$ cat src/rtl/mem_port_arbiter_if.sv
// mem_port_arbiter_if: pipeline-side requests and memory-port signals of the arbiter
interface mem_port_arbiter_if #(parameter int ADDR_W = 32);
  logic              if_req;
  logic [ADDR_W-1:0] if_addr;
  logic              if_kill;
  logic              if_done;
  logic              if_stall;
  logic              d_req;
  logic              d_we;
  logic [1:0]        d_size;
  logic [ADDR_W-1:0] d_addr;
  logic [31:0]       d_wdata;
  logic              d_done;
  logic              d_stall;
  logic [31:0]       rdata;
  logic              mem_req;
  logic              mem_we;
  logic [3:0]        mem_be;
  logic [ADDR_W-1:0] mem_addr;
  logic [31:0]       mem_wdata;
  logic [31:0]       mem_rdata;
  logic              mem_ready;
  modport slave (
    input  if_req, if_addr, if_kill, d_req, d_we, d_size, d_addr, d_wdata, mem_rdata, mem_ready,
    output if_done, if_stall, d_done, d_stall, rdata, mem_req, mem_we, mem_be, mem_addr, mem_wdata
  );
  modport master (
    output if_req, if_addr, if_kill, d_req, d_we, d_size, d_addr, d_wdata, mem_rdata, mem_ready,
    input  if_done, if_stall, d_done, d_stall, rdata, mem_req, mem_we, mem_be, mem_addr, mem_wdata
  );
endinterface

$ cat src/rtl/mem_port_arbiter.sv
// mem_port_arbiter: shares one memory port between fetch and data access with anti-starvation
module mem_port_arbiter #(
  parameter int ADDR_W       = 32,
  parameter int MAX_D_STREAK = 2
) (
  input logic clk,
  input logic rst,
  mem_port_arbiter_if.slave bus
);
  localparam int SW = $clog2(MAX_D_STREAK + 1);
  typedef enum logic [1:0] {IDLE, FETCH, DATA} state_t;
  state_t            state_q, state_d;
  logic [ADDR_W-1:0] addr_q, addr_d;
  logic              we_q, we_d;
  logic [3:0]        be_q, be_d;
  logic [31:0]       wdata_q, wdata_d;
  logic              discard_q, discard_d;
  logic [SW-1:0]     streak_q, streak_d;
  logic              if_want, d_win;
  logic [3:0]        d_be;
  // a waiting fetch outranks data once the data streak is exhausted
  assign if_want = bus.if_req && !bus.if_kill;
  assign d_win   = bus.d_req && !(if_want && streak_q == SW'(MAX_D_STREAK));
  assign d_be    = bus.d_size == 2'b00 ? 4'b0001 << bus.d_addr[1:0] :
                   bus.d_size == 2'b01 ? (bus.d_addr[1] ? 4'b1100 : 4'b0011) : 4'b1111;
  always_ff @(posedge clk) begin
    if (rst) begin
      state_q   <= IDLE;
      addr_q    <= '0;
      we_q      <= 1'b0;
      be_q      <= 4'b0000;
      wdata_q   <= '0;
      discard_q <= 1'b0;
      streak_q  <= '0;
    end else begin
      state_q   <= state_d;
      addr_q    <= addr_d;
      we_q      <= we_d;
      be_q      <= be_d;
      wdata_q   <= wdata_d;
      discard_q <= discard_d;
      streak_q  <= streak_d;
    end
  end
  always_comb begin
    state_d   = state_q;
    addr_d    = addr_q;
    we_d      = we_q;
    be_d      = be_q;
    wdata_d   = wdata_q;
    discard_d = discard_q;
    streak_d  = streak_q;
    case (state_q)
      IDLE: begin
        if (d_win) begin
          state_d  = DATA;
          addr_d   = bus.d_addr;
          we_d     = bus.d_we;
          be_d     = d_be;
          wdata_d  = bus.d_we ? bus.d_wdata : 32'h0;
          streak_d = if_want ? streak_q + SW'(1) : '0;
        end else if (if_want) begin
          state_d  = FETCH;
          addr_d   = bus.if_addr;
          we_d     = 1'b0;
          be_d     = 4'b1111;
          wdata_d  = 32'h0;
          streak_d = '0;
        end
      end
      FETCH: begin
        state_d   = bus.mem_ready ? IDLE : FETCH;
        discard_d = (discard_q || bus.if_kill) && !bus.mem_ready;
      end
      DATA:    state_d = bus.mem_ready ? IDLE : DATA;
      default: state_d = IDLE;
    endcase
  end
  always_comb begin
    bus.mem_req   = state_q != IDLE;
    bus.mem_addr  = addr_q;
    bus.mem_we    = we_q;
    bus.mem_be    = be_q;
    bus.mem_wdata = wdata_q;
    bus.rdata     = bus.mem_rdata;
    bus.if_done   = bus.mem_ready && state_q == FETCH && !discard_q && !bus.if_kill;
    bus.d_done    = bus.mem_ready && state_q == DATA;
    bus.if_stall  = bus.if_req && !bus.if_done;
    bus.d_stall   = bus.d_req && !bus.d_done;
  end
endmodule

$ cat src/flat_wrapper.sv
// flat-port wrapper written by rule: the top's interface ports become plain ports
module mem_port_arbiter_flat 
#(
  parameter int ADDR_W       = 32,
  parameter int MAX_D_STREAK = 2
)
  (clk, rst, bus_if_req, bus_if_addr, bus_if_kill, bus_d_req, bus_d_we, bus_d_size, bus_d_addr, bus_d_wdata, bus_mem_rdata, bus_mem_ready, bus_if_done, bus_if_stall, bus_d_done, bus_d_stall, bus_rdata, bus_mem_req, bus_mem_we, bus_mem_be, bus_mem_addr, bus_mem_wdata);
  mem_port_arbiter_if #(.ADDR_W(ADDR_W)) bus_i ();
  input logic clk;
  input logic rst;
  input wire logic [$bits(bus_i.if_req)-1:0] bus_if_req;
  input wire logic [$bits(bus_i.if_addr)-1:0] bus_if_addr;
  input wire logic [$bits(bus_i.if_kill)-1:0] bus_if_kill;
  input wire logic [$bits(bus_i.d_req)-1:0] bus_d_req;
  input wire logic [$bits(bus_i.d_we)-1:0] bus_d_we;
  input wire logic [$bits(bus_i.d_size)-1:0] bus_d_size;
  input wire logic [$bits(bus_i.d_addr)-1:0] bus_d_addr;
  input wire logic [$bits(bus_i.d_wdata)-1:0] bus_d_wdata;
  input wire logic [$bits(bus_i.mem_rdata)-1:0] bus_mem_rdata;
  input wire logic [$bits(bus_i.mem_ready)-1:0] bus_mem_ready;
  output wire logic [$bits(bus_i.if_done)-1:0] bus_if_done;
  output wire logic [$bits(bus_i.if_stall)-1:0] bus_if_stall;
  output wire logic [$bits(bus_i.d_done)-1:0] bus_d_done;
  output wire logic [$bits(bus_i.d_stall)-1:0] bus_d_stall;
  output wire logic [$bits(bus_i.rdata)-1:0] bus_rdata;
  output wire logic [$bits(bus_i.mem_req)-1:0] bus_mem_req;
  output wire logic [$bits(bus_i.mem_we)-1:0] bus_mem_we;
  output wire logic [$bits(bus_i.mem_be)-1:0] bus_mem_be;
  output wire logic [$bits(bus_i.mem_addr)-1:0] bus_mem_addr;
  output wire logic [$bits(bus_i.mem_wdata)-1:0] bus_mem_wdata;
  assign bus_i.if_req = bus_if_req;
  assign bus_i.if_addr = bus_if_addr;
  assign bus_i.if_kill = bus_if_kill;
  assign bus_i.d_req = bus_d_req;
  assign bus_i.d_we = bus_d_we;
  assign bus_i.d_size = bus_d_size;
  assign bus_i.d_addr = bus_d_addr;
  assign bus_i.d_wdata = bus_d_wdata;
  assign bus_i.mem_rdata = bus_mem_rdata;
  assign bus_i.mem_ready = bus_mem_ready;
  assign bus_if_done = bus_i.if_done;
  assign bus_if_stall = bus_i.if_stall;
  assign bus_d_done = bus_i.d_done;
  assign bus_d_stall = bus_i.d_stall;
  assign bus_rdata = bus_i.rdata;
  assign bus_mem_req = bus_i.mem_req;
  assign bus_mem_we = bus_i.mem_we;
  assign bus_mem_be = bus_i.mem_be;
  assign bus_mem_addr = bus_i.mem_addr;
  assign bus_mem_wdata = bus_i.mem_wdata;
  mem_port_arbiter #(.ADDR_W(ADDR_W), .MAX_D_STREAK(MAX_D_STREAK)) u_core (.clk(clk), .rst(rst), .bus(bus_i));
endmodule
$ cat config.mk
export PLATFORM = sky130hd
export DESIGN_NAME = mem_port_arbiter_flat
export DESIGN_NICKNAME = d
export VERILOG_FILES = /design/src/rtl/mem_port_arbiter_if.sv /design/src/rtl/mem_port_arbiter.sv /design/src/flat_wrapper.sv
export SDC_FILE = /design/constraint.sdc
export NUM_CORES = 1
export LEC_CHECK = 0
export ABC_CLOCK_PERIOD_IN_PS = 1920
export CAP_MARGIN = 15
export CORE_ASPECT_RATIO = 1.5
export CORE_MARGIN = 5
export CORE_UTILIZATION = 36
export DETAILED_ROUTE_END_ITERATION = 6
export GPL_ROUTABILITY_DRIVEN = 0
export PLACE_DENSITY = 0.79
export SETUP_SLACK_MARGIN = 0.2
export SYNTH_ARGS = -nofsm -noshare
export SYNTH_HDL_FRONTEND = slang
export SYNTH_SLANG_ARGS = --single-unit
$ cat constraint.sdc
create_clock -name clk -period 1.92 [get_ports clk]
set_input_delay 0.288 -clock clk [delete_from_list [all_inputs] [get_ports clk]]
set_output_delay 0.288 -clock clk [all_outputs]
set_load 0.02 [all_outputs]
==> flow_summary.html <==
<table>
<tr><th>Metric</th><th>Value</th></tr>
<tr><th colspan="2">Place</th></tr>
<tr><td>Final HPWL from detailed placement</td><td>8568 um</td></tr>
<tr><td>Placed instance area</td><td>5351 um2</td></tr>
<tr><td>IO Port Bufs</td><td>178</td></tr>
<tr><th colspan="2">Global routing</th></tr>
<tr><td>Overall global routing resource usage</td><td>18.82%</td></tr>
<tr><td>Number of global-route vias before repair</td><td>3,788</td></tr>
<tr><td>Number of antenna violations at the first check in global routing</td><td>0</td></tr>
<tr><td>First-pass GRT wire length</td><td>18,530 um</td></tr>
<tr><td>Overflow left after global routing</td><td>0</td></tr>
<tr><td>Maximum number of pins on one net before global-route repair</td><td>75</td></tr>
<tr><th colspan="2">Final layout</th></tr>
<tr><td>Total area of sequential cells</td><td>1484 um2</td></tr>
<tr><td>Top library cells by usage in the layout, fill and taps aside</td><td>172 x clkdlybuf4s50_1, 72 x dfxtp_1, 68 x a21oi_1, 65 x nand2_1, 39 x nor2_1</td></tr>
<tr><td>Growth of design area from synthesis to finish</td><td>57.36%</td></tr>
<tr><td>Most common cell after layout, fill and taps aside</td><td>clkdlybuf4s50_1</td></tr>
<tr><td>Combined area of the multi-input logic cells</td><td>1792 um2</td></tr>
<tr><td>Finished Cell Area</td><td>5794 um2</td></tr>
<tr><td>Fill cell total of the finished layout</td><td>898</td></tr>
<tr><td>Share of post-route cells with drive strength above 1</td><td>13.98%</td></tr>
<tr><td>Number of inserted diodes</td><td>0</td></tr>
<tr><td>Utilization after layout</td><td>57.49%</td></tr>
<tr><td>Number of nets in the final layout</td><td>734</td></tr>
<tr><th colspan="2">STA</th></tr>
<tr><td>Final hold violations</td><td>0</td></tr>
<tr><td>Final critical path time including I/O delays and setup</td><td>1.662 ns</td></tr>
<tr><td>Final setup fails</td><td>0</td></tr>
<tr><td>Relative slew slack</td><td>73.72%</td></tr>
<tr><td>Worst Clk Skew</td><td>0.004502 ns</td></tr>
<tr><td>Slew @ Worst Pin</td><td>0.3942 ns</td></tr>
<tr><td>Highest achievable clock rate</td><td>601.6 MHz</td></tr>
<tr><td>Total negative slack for setup checks</td><td>0 ns</td></tr>
<tr><td>RSZ-0062 raised after global routing</td><td>false</td></tr>
<tr><td>Final critical-path share of the clock period</td><td>86.57%</td></tr>
<tr><td>Number of max-slew violations in the final report</td><td>0</td></tr>
<tr><th colspan="2">Status</th></tr>
<tr><td>Result of the run</td><td>complete, no violations</td></tr>
<tr><th colspan="2">Min path</th></tr>
<tr><td>Cells on Worst Hold Path</td><td>2</td></tr>
<tr><td>HP Class</td><td>register to register</td></tr>
<tr><th colspan="2">Worst setup path</th></tr>
<tr><td>Count of cells along the worst register-to-register path</td><td>8</td></tr>
<tr><td>Critical path cell sequence</td><td>inv_1 &gt; ha_2 &gt; and3b_2 &gt; nor2_4 &gt; buf_12 &gt; clkbuf_16 &gt; nand2_1 &gt; a311oi_1</td></tr>
<tr><td>Biggest fanout along the worst timing path</td><td>11</td></tr>
<tr><td>Largest delay share family, worst path</td><td>simple AND/OR/NAND/NOR gates</td></tr>
<tr><td>Buffer and inverter count on the worst path</td><td>3</td></tr>
<tr><td>Slowest stage cell on the critical path</td><td>dfxtp_2</td></tr>
<tr><td>CP required</td><td>2.15 ns</td></tr>
<tr><td>Max stage delay on crit path</td><td>0.32 ns</td></tr>
<tr><td>Arr. time, crit path</td><td>1.89 ns</td></tr>
<tr><td>Number of logic stages on the critical path including buffering</td><td>8</td></tr>
<tr><td>Worst Setup End Kind</td><td>register</td></tr>
<tr><td>Startpoint Class</td><td>register</td></tr>
<tr><td>Critical path class</td><td>register to register</td></tr>
<tr><th colspan="2">Logic synthesis</th></tr>
<tr><td>Yosys warning count</td><td>0</td></tr>
<tr><td>Total nets after synthesis</td><td>594</td></tr>
<tr><td>Count of flip-flops with a built-in enable after synthesis</td><td>0</td></tr>
<tr><td>Avg Cell Area, Syn</td><td>8.075 um2</td></tr>
<tr><td>Cell Area, Synth</td><td>3682 um2</td></tr>
<tr><td>Gate count of the mapped netlist</td><td>456</td></tr>
<tr><td>Top FF cell, synth</td><td>dfxtp_1</td></tr>
<tr><td>FFs w/ async S/R, synth</td><td>0%</td></tr>
<tr><td>Number of storage elements in the synthesis netlist</td><td>74</td></tr>
<tr><td>Sequential element share of the synthesized area</td><td>40.23%</td></tr>
<tr><td>Number of distinct library cells after synthesis</td><td>30</td></tr>
<tr><th colspan="2">Routing</th></tr>
<tr><td>Total Routed Length</td><td>12,420 um</td></tr>
<tr><td>Pre-antenna DRT Iters</td><td>5</td></tr>
<tr><td>Via-to-Cell Ratio</td><td>5.437</td></tr>
<tr><td>Violation count after the first detailed-route iteration</td><td>124</td></tr>
<tr><td>Drt drc</td><td>0</td></tr>
<tr><td>Count of antenna-violating nets left after detailed routing</td><td>0</td></tr>
<tr><td>Number of vias after detailed routing</td><td>3,904</td></tr>
<tr><td>Wire length per cell</td><td>17.29 um</td></tr>
<tr><th colspan="2">Clocking</th></tr>
<tr><td>Clock transition time at the flip-flop clock pins of the worst setup and hold paths</td><td>0.06 ns</td></tr>
<tr><td>Clock Path Buffers</td><td>2</td></tr>
<tr><td>Count of clock tree sinks</td><td>74</td></tr>
<tr><td>Clock latency on the worst-skew pair</td><td>0.33 ns</td></tr>
<tr><td>CTS Buf Count</td><td>9</td></tr>
<tr><td>Hold Buf Count CTS</td><td>0</td></tr>
<tr><td>Root buffer selected by CTS</td><td>clkbuf_16</td></tr>
<tr><td>CTS tree</td><td>done</td></tr>
<tr><td>Number of H-tree branching levels</td><td>3</td></tr>
<tr><th colspan="2">Floorplanning</th></tr>
<tr><td># IOs</td><td>243</td></tr>
<tr><td>Die Footprint</td><td>12,390 um2</td></tr>
<tr><td>Floorplan die height</td><td>133.9 um</td></tr>
<tr><td># rows</td><td>45</td></tr>
<tr><td>Initial cell density of the core</td><td>36.54%</td></tr>
<tr><td>Die X</td><td>92.58 um</td></tr>
<tr><td>Placeable core area</td><td>10,080 um2</td></tr>
<tr><th colspan="2">Run</th></tr>
<tr><td>Number of max-cap violations</td><td>0</td></tr>
<tr><th colspan="2">Power and ir drop</th></tr>
<tr><td>Max rail drop VDD</td><td>0.0003775 V</td></tr>
<tr><td>Power density over the cells</td><td>757.6 nW/um2</td></tr>
<tr><td>Leakage power summed over all cells</td><td>2.066 nW</td></tr>
</table>
report_power, final:
group          leakage, nW  switching, mW  internal, mW
sequential           0.609         0.0617          1.65
combinational         1.32          0.570         0.571
clock                0.134          0.633         0.908
total                 2.07           1.26          3.12
per-stage QoR:
stage | std cells | total power [mW] | worst slack [ns] | hold slack [ns]
after global placement | 696 | 2.817 | -0.1427 | 0.4390
after global routing | 718 | 4.595 | 0.2004 | 0.4684
after CTS | 712 | 4.405 | 0.1825 | 0.4473
after detailed placement | 696 | 2.839 | -0.1601 | 0.4428
after floorplan | 456 | 2.365 | 0.3585 | 0.3846
final | 718 | 4.390 | 0.2578 | 0.4487
per-layer routing:
metal,wire (um),track usage (%)
met5,0,0
met4,730,11.40
met3,996,5.612
met2,6204,34.36
met1,4485,18.31
final cells by class:
class / instances / share of cell area, %
multi-input combinational: 302 / 30.92
clock buffer: 10 / 4.124
clock inverter: 6 / 0.7342
tap: 117 / 2.526
timing repair buffer: 203 / 35.69
sequential: 74 / 25.61
inverter: 6 / 0.3887
synth_stat cells (3+ instances only):
cell | instances | share of area [%]
nor3_1 | 6 | 0.82
o21ai_0 | 31 | 4.2
nand3_1 | 3 | 0.41
buf_4 | 33 | 6.7
buf_1 | 5 | 0.51
nand4_1 | 32 | 5.4
nand2_1 | 65 | 6.6
a311oi_1 | 13 | 3.1
inv_1 | 5 | 0.51
buf_6 | 6 | 1.8
a211oi_1 | 7 | 1.4
buf_2 | 8 | 1.1
nand2b_1 | 3 | 0.51
nor2b_1 | 4 | 0.68
a311oi_2 | 17 | 6.9
clkbuf_1 | 22 | 2.2
nor2_1 | 39 | 4.0
dfxtp_1 | 74 | 40
a21oi_1 | 69 | 9.4
timing repair:
action / CTS / global route
endpoints found under the setup margin: 5 / 61
pin swaps: 1 / 4
buffers inserted: 0 / 2
gates resized for setup: 13 / 16
cloned: 0 / 4
hold endpoints to repair: 0 / 0
logic make-up after synthesis:
group	after synthesis	synth area share (%)
compound gates	139	25.52
simple gates	159	20.05
buf+inv	80	13.01
mux	3	0.8495
flops	74	40.23
fa+ha+maj	1	0.3397
sequential cells by signal (all words and copies together), names as in the netlist:
name,cells
u_core.state_q,2
u_core.discard_q,1
u_core.bus.mem_be,4
u_core.bus.mem_addr,32
u_core.bus.mem_we,1
u_core.streak_q,2
u_core.bus.mem_wdata,32
path summary, 6_finish.rpt:
kind,slack [ns],end,start
max,0.26,u_core.bus.mem_addr[23]$_SDFFE_PP0P_,u_core.streak_q[0]$_SDFFE_PP0P_
min,0.45,u_core.bus.mem_wdata[29]$_SDFFE_PP0P_,u_core.bus.mem_wdata[29]$_SDFFE_PP0P_
max reg2reg,0.26,u_core.bus.mem_addr[23]$_SDFFE_PP0P_,u_core.streak_q[0]$_SDFFE_PP0P_
min reg2reg,0.45,u_core.bus.mem_wdata[29]$_SDFFE_PP0P_,u_core.bus.mem_wdata[29]$_SDFFE_PP0P_
worst min-delay path, cell delays in order (launching register included):
cell     delay (ns)
dfxtp_1        0.30
nand2_1        0.05
a21oi_1        0.05
Note: power is estimated with default switching activity, not from simulation.
